===== config.mk =====
export PLATFORM = sky130hd
export DESIGN_NAME = simplez_tx_port
export DESIGN_NICKNAME = d
export VERILOG_FILES = /design/src/rtl/simplez_pkg.sv /design/src/rtl/simplez_baud_tick.sv /design/src/rtl/simplez_tx_port.sv
export SDC_FILE = /design/constraint.sdc
export NUM_CORES = 1
export LEC_CHECK = 0
export CAP_MARGIN = 10
export CORE_MARGIN = 8
export CORE_UTILIZATION = 55
export DETAILED_ROUTE_END_ITERATION = 16
export DONT_BUFFER_PORTS = 1
export HOLD_SLACK_MARGIN = 0.06
export PLACE_DENSITY = 0.78
export RECOVER_POWER = 25
export SLEW_MARGIN = 30
export SYNTH_ARGS = -nofsm -noshare
export SYNTH_HDL_FRONTEND = slang
export SYNTH_SLANG_ARGS = --single-unit

===== constraint.sdc =====
create_clock -name clk -period 6.2 [get_ports clk]
set_input_delay 1.55 -clock clk [delete_from_list [all_inputs] [get_ports clk]]
set_output_delay 1.55 -clock clk [all_outputs]
set_load 0.02 [all_outputs]

===== src/rtl/simplez_pkg.sv =====
// Shared constants for the Simplez TX port: bus addresses, status bit positions
// and the transmitter state encoding.
package simplez_pkg;

  localparam logic [8:0] STATUS_ADDR = 9'd510;
  localparam logic [8:0] DATA_ADDR   = 9'd511;

  localparam int READY   = 0;
  localparam int OVERRUN = 1;

  typedef enum logic [1:0] {
    IDLE  = 2'd0,
    START = 2'd1,
    DATA  = 2'd2,
    STOP  = 2'd3
  } tx_state_t;

endpackage


===== src/rtl/simplez_baud_tick.sv =====
// Bit-period timer: counts 0..BAUD_DIV-1 while enabled and flags the last
// cycle of each bit period with bit_end.
module simplez_baud_tick #(
  parameter int BAUD_DIV = 104
) (
  input  logic clk,
  input  logic rstn,
  input  logic en,
  input  logic restart,
  output logic bit_end
);

  localparam int CW = (BAUD_DIV > 2) ? $clog2(BAUD_DIV) : 1;
  localparam logic [CW-1:0] LAST = CW'(BAUD_DIV - 1);

  logic [CW-1:0] cnt;

  // bit_end is decoded from the pre-edge count so the FSM acts on the wrap edge.
  assign bit_end = en && (cnt == LAST);

  always_ff @(negedge clk or negedge rstn) begin
    if (!rstn) begin
      cnt <= '0;
    end else if (restart) begin
      cnt <= '0;
    end else if (en) begin
      cnt <= (cnt == LAST) ? '0 : cnt + 1'b1;
    end
  end

endmodule


===== src/rtl/simplez_tx_port.sv =====
// Memory-mapped 8N1 serial output for the Simplez bus: status/data registers
// plus a start/data/stop transmitter, all clocked on the falling edge.
module simplez_tx_port #(
  parameter logic [8:0] STATUS_ADDR = simplez_pkg::STATUS_ADDR,
  parameter logic [8:0] DATA_ADDR   = simplez_pkg::DATA_ADDR,
  parameter int         BAUD_DIV    = 104
) (
  input  logic        clk,
  input  logic        rstn,
  input  logic [8:0]  address,
  input  logic [11:0] data_in,
  input  logic        read_enable,
  input  logic        write_enable,
  output logic [11:0] data_out,
  output logic        sel,
  output logic        tx
);

  import simplez_pkg::*;

  tx_state_t   state;
  logic        ready;
  logic        overrun;
  logic [7:0]  last_char;
  logic [7:0]  shreg;
  logic [2:0]  bit_cnt;
  logic [11:0] status_word;

  logic bit_end;
  logic frame_done;
  logic wr_data;
  logic can_accept;
  logic accept;
  logic drop;
  logic status_rd;

  logic unused_data_hi;
  assign unused_data_hi = ^data_in[11:8];

  assign sel        = (address == STATUS_ADDR) || (address == DATA_ADDR);
  assign wr_data    = write_enable && (address == DATA_ADDR);
  assign status_rd  = read_enable && (address == STATUS_ADDR);
  assign frame_done = (state == STOP) && bit_end;
  // A frame ending on this edge frees the transmitter, so a write landing on
  // the same edge is taken back-to-back instead of counting as an overrun.
  assign can_accept = ready || frame_done;
  assign accept     = wr_data && can_accept;
  assign drop       = wr_data && !can_accept;

  always_comb begin
    status_word          = '0;
    status_word[READY]   = ready;
    status_word[OVERRUN] = overrun;
  end

  simplez_baud_tick #(.BAUD_DIV(BAUD_DIV)) u_baud (
    .clk     (clk),
    .rstn    (rstn),
    .en      (state != IDLE),
    .restart (accept),
    .bit_end (bit_end)
  );

  // NOTE: non-blocking assignments make every read on an edge see the
  // pre-edge ready/overrun/last_char, even when a write hits the same edge.
  always_ff @(negedge clk or negedge rstn) begin
    if (!rstn) begin
      data_out <= '0;
    end else if (read_enable) begin
      if (address == STATUS_ADDR)    data_out <= status_word;
      else if (address == DATA_ADDR) data_out <= {4'b0, last_char};
      else                           data_out <= '0;
    end
  end

  // A dropped write sets overrun even if a status read clears it on that edge.
  always_ff @(negedge clk or negedge rstn) begin
    if (!rstn)          overrun <= 1'b0;
    else if (drop)      overrun <= 1'b1;
    else if (status_rd) overrun <= 1'b0;
  end

  always_ff @(negedge clk or negedge rstn) begin
    if (!rstn) begin
      state     <= IDLE;
      ready     <= 1'b1;
      last_char <= '0;
      shreg     <= '0;
      bit_cnt   <= '0;
      tx        <= 1'b1;
    end else if (accept) begin
      last_char <= data_in[7:0];
      shreg     <= data_in[7:0];
      state     <= START;
      tx        <= 1'b0;
      ready     <= 1'b0;
      bit_cnt   <= '0;
    end else if (bit_end) begin
      case (state)
        START: begin
          state   <= DATA;
          tx      <= shreg[0];
          bit_cnt <= '0;
        end
        DATA: begin
          shreg <= shreg >> 1;
          if (bit_cnt == 3'd7) begin
            state <= STOP;
            tx    <= 1'b1;
          end else begin
            bit_cnt <= bit_cnt + 1'b1;
            tx      <= shreg[1];
          end
        end
        STOP: begin
          state <= IDLE;
          ready <= 1'b1;
        end
        default: state <= IDLE;
      endcase
    end
  end

endmodule


==> metrics.txt <==
initial antenna violation count=0; start of the worst register-to-register path=state[0]; DRC Markers=0; vias in the first global route=1351; commonest cells in the netlist=dfrtn_1, mux2_2, a21oi_1, nor2_1, nand2_1; nets=207; Post-synth EDFFs=0; drt pass-1 iters=4; Netlist cell types=43; Fillers=298; GP Congestion=0.810; ANT cells=0; Num Clock Sinks=39; max_slew headroom=40.2%; static leakage=0.975 nW; Post-CTS Hold Fix Bufs=0; sequential share of the synthesized area=49.1%; outcome=completed; root buffer cell=clkbuf_4; XOR/XNOR Fraction of Synth Area=0.879%; measured slew at the worst slew-check pin=0.889 ns; met1 GRT Util=13.3%; share of cells above drive strength 1=23.3%; GRT Residual Overflow=0; final WL=3800 um; met2 Usage GRT=23.2%; PostCTS Resize Cnt=0; Post-Synth Adder-Cell Area=4.39%; FP Rows=22; Initial Util=55.7%; H-tree depth=2; Die ar.=5810 um2; Synth Area in Simple Gates=15.6%; CTS tree=built; Yosys top cell area share=46.5%; largest family of logic cells by synthesized area=simple AND/OR/NAND/NOR gates; pin count of the biggest net entering global routing=40; Final Hold Fails=0; Worst EP required=4.65 ns; HP Start=last_char[4]; FFs w/ async S/R, synth=100%; post-detail-place hpwl=2890 um; max-capacitance violation count=0; Setup Skew=0.0675 ns; Post-Syn Area per Cell=11.6 um2; Post-Syn Instances=172; Avg WL per Cell=17.0 um; flops & latches, synth=39; count leader, synth=dfrtn_1; Top FF cell, synth=dfrtn_1; most used routing layer=met2; crit-path max FO=2; first-pass GRT wire length=6360 um; Core Region=3580 um2; max-slew violation count=0; Global Route Usage Sum=13.3%; fin area=2070 um2; mux share of post-synthesis cell area=14.8%; Post-CTS Setup Inserts=0; crit path kind=flip-flop to output port; critical path endpoint category=output port; Synth Cell Area=1990 um2; Die Wd=76.2 um; maximum VDD drop=176 uV; startpoint types=flip-flop; Area contributors post-synth=dfrtn_1, mux2_2, ha_1, a22o_1, a21oi_1; area leader, netlist=dfrtn_1; RSZ-0062 raised after global routing=no; Area Overhead vs Synth=4.02%; Vias=1332; I/O pin total=39; Synth Area in Compound Gates=10.2%; clk_lat worst skew=0.40 ns; Placed Instance Area=2010 um2; Port Buf Inserts=0; drt first-iter violations=76; worst min path class=flip-flop to flip-flop; Vias/cell=5.95; Setup crit start=tx; clk slew on worst S/H paths=0.08 ns; Setup TNS=0 ns; final antenna-violating net count=0; Inserted Clock Buffers=5; Synth warnings=0; critical path arrival=4.08 ns; die height=76.2 um; M3 GR Usage=6.01%; power per standard cell area=261 nW/um2; Max clock buf depth=2; number of setup violations in the final report=0
-- area by class of cell --
cell class	count	area (um2)	area share [%]
sequential	39	978	47.2
multi-input combinational	120	931	44.9
tap	48	60.1	2.90
clock buffer	5	37.5	1.81
clock inverter	5	32.5	1.57
inverter	5	18.8	0.905
timing repair buffer	2	15.0	0.724
-- path summary, 6_finish.rpt --
kind / to / slack, ns / depth (start not counted)
worst max-delay path: tx / 0.57 / 0
worst min-delay path: data_out[4] / 0.45 / 1
worst max register to register: last_char[6] / 3.75 / 6
worst min register to register: data_out[4] / 0.45 / 1
max in group asynchronous: ready / 2.07 / 0
min in group asynchronous: u_baud.cnt[0] / 3.88 / 0
-- routing by layer --
metal / wire (um) / up-vias / share of wire [%]
li1: - / 622 / -
met5: 0 / - / 0
met3: 252 / 9 / 6.6
met4: 65 / 0 / 1.7
met1: 1480 / 675 / 39
met2: 2000 / 26 / 53
-- through the flow --
step	instances	total power [mW]	hold slack, ns	utilization, %	worst slack [ns]
6_report	224	0.540	0.446	57.9	0.566
3_5_place_dp	215	0.405	0.447	56.0	0.201
3_3_place_gp	215	0.396	0.437	56.0	0.257
5_1_grt	224	0.566	0.464	57.9	0.498
4_1_cts	224	0.541	0.450	57.9	0.556
2_1_floorplan	175	0.389	0.423	-	0.0266
-- report_power, final --
group	total (mW)	internal (mW)	leakage, nW	switching [mW]
registers	0.322	0.285	0.497	0.0366
clock network	0.141	0.0470	0.0420	0.0937
logic	0.0777	0.0381	0.436	0.0396
-- cell usage in the layout (no fill, tap or decap), types with 2 or more instances in the layout --
master / netlist / final
dfrtn_1: 37 / 37
mux2_2: 20 / 20
nor2_1: 11 / 11
a21oi_1: 11 / 11
nand2_1: 9 / 9
nand3_1: 8 / 8
a22o_1: 8 / 8
inv_1: 6 / 7
ha_1: 7 / 7
clkbuf_4: 0 / 5
a31oi_1: 4 / 4
o21ai_0: 4 / 4
mux2i_1: 4 / 4
conb_1: 1 / 4
nand3b_1: 3 / 3
nand4_1: 2 / 2
mux2_4: 2 / 2
nand2b_1: 2 / 2
or3_1: 2 / 2
clkinv_4: 0 / 2
buf_4: 4 / 2
dfstp_2: 2 / 2
-- cell families (layout without fill, tap and decap cells) --
family,Yosys count,after routing
simple gates,51,51
flops,39,39
compound gates,30,30
mux,26,26
buf+inv,16,17
fa+ha+maj,7,7
xor+xnor,2,2
other cells,1,4
-- state kept, by name, indices dropped and copies added (netlist names) --
signal,count
bit_cnt,3
tx,1
state,2
data_out,8
u_baud.cnt,7
ready,1
overrun,1
shreg,8
last_char,8
(Power assumes the default switching activity.)
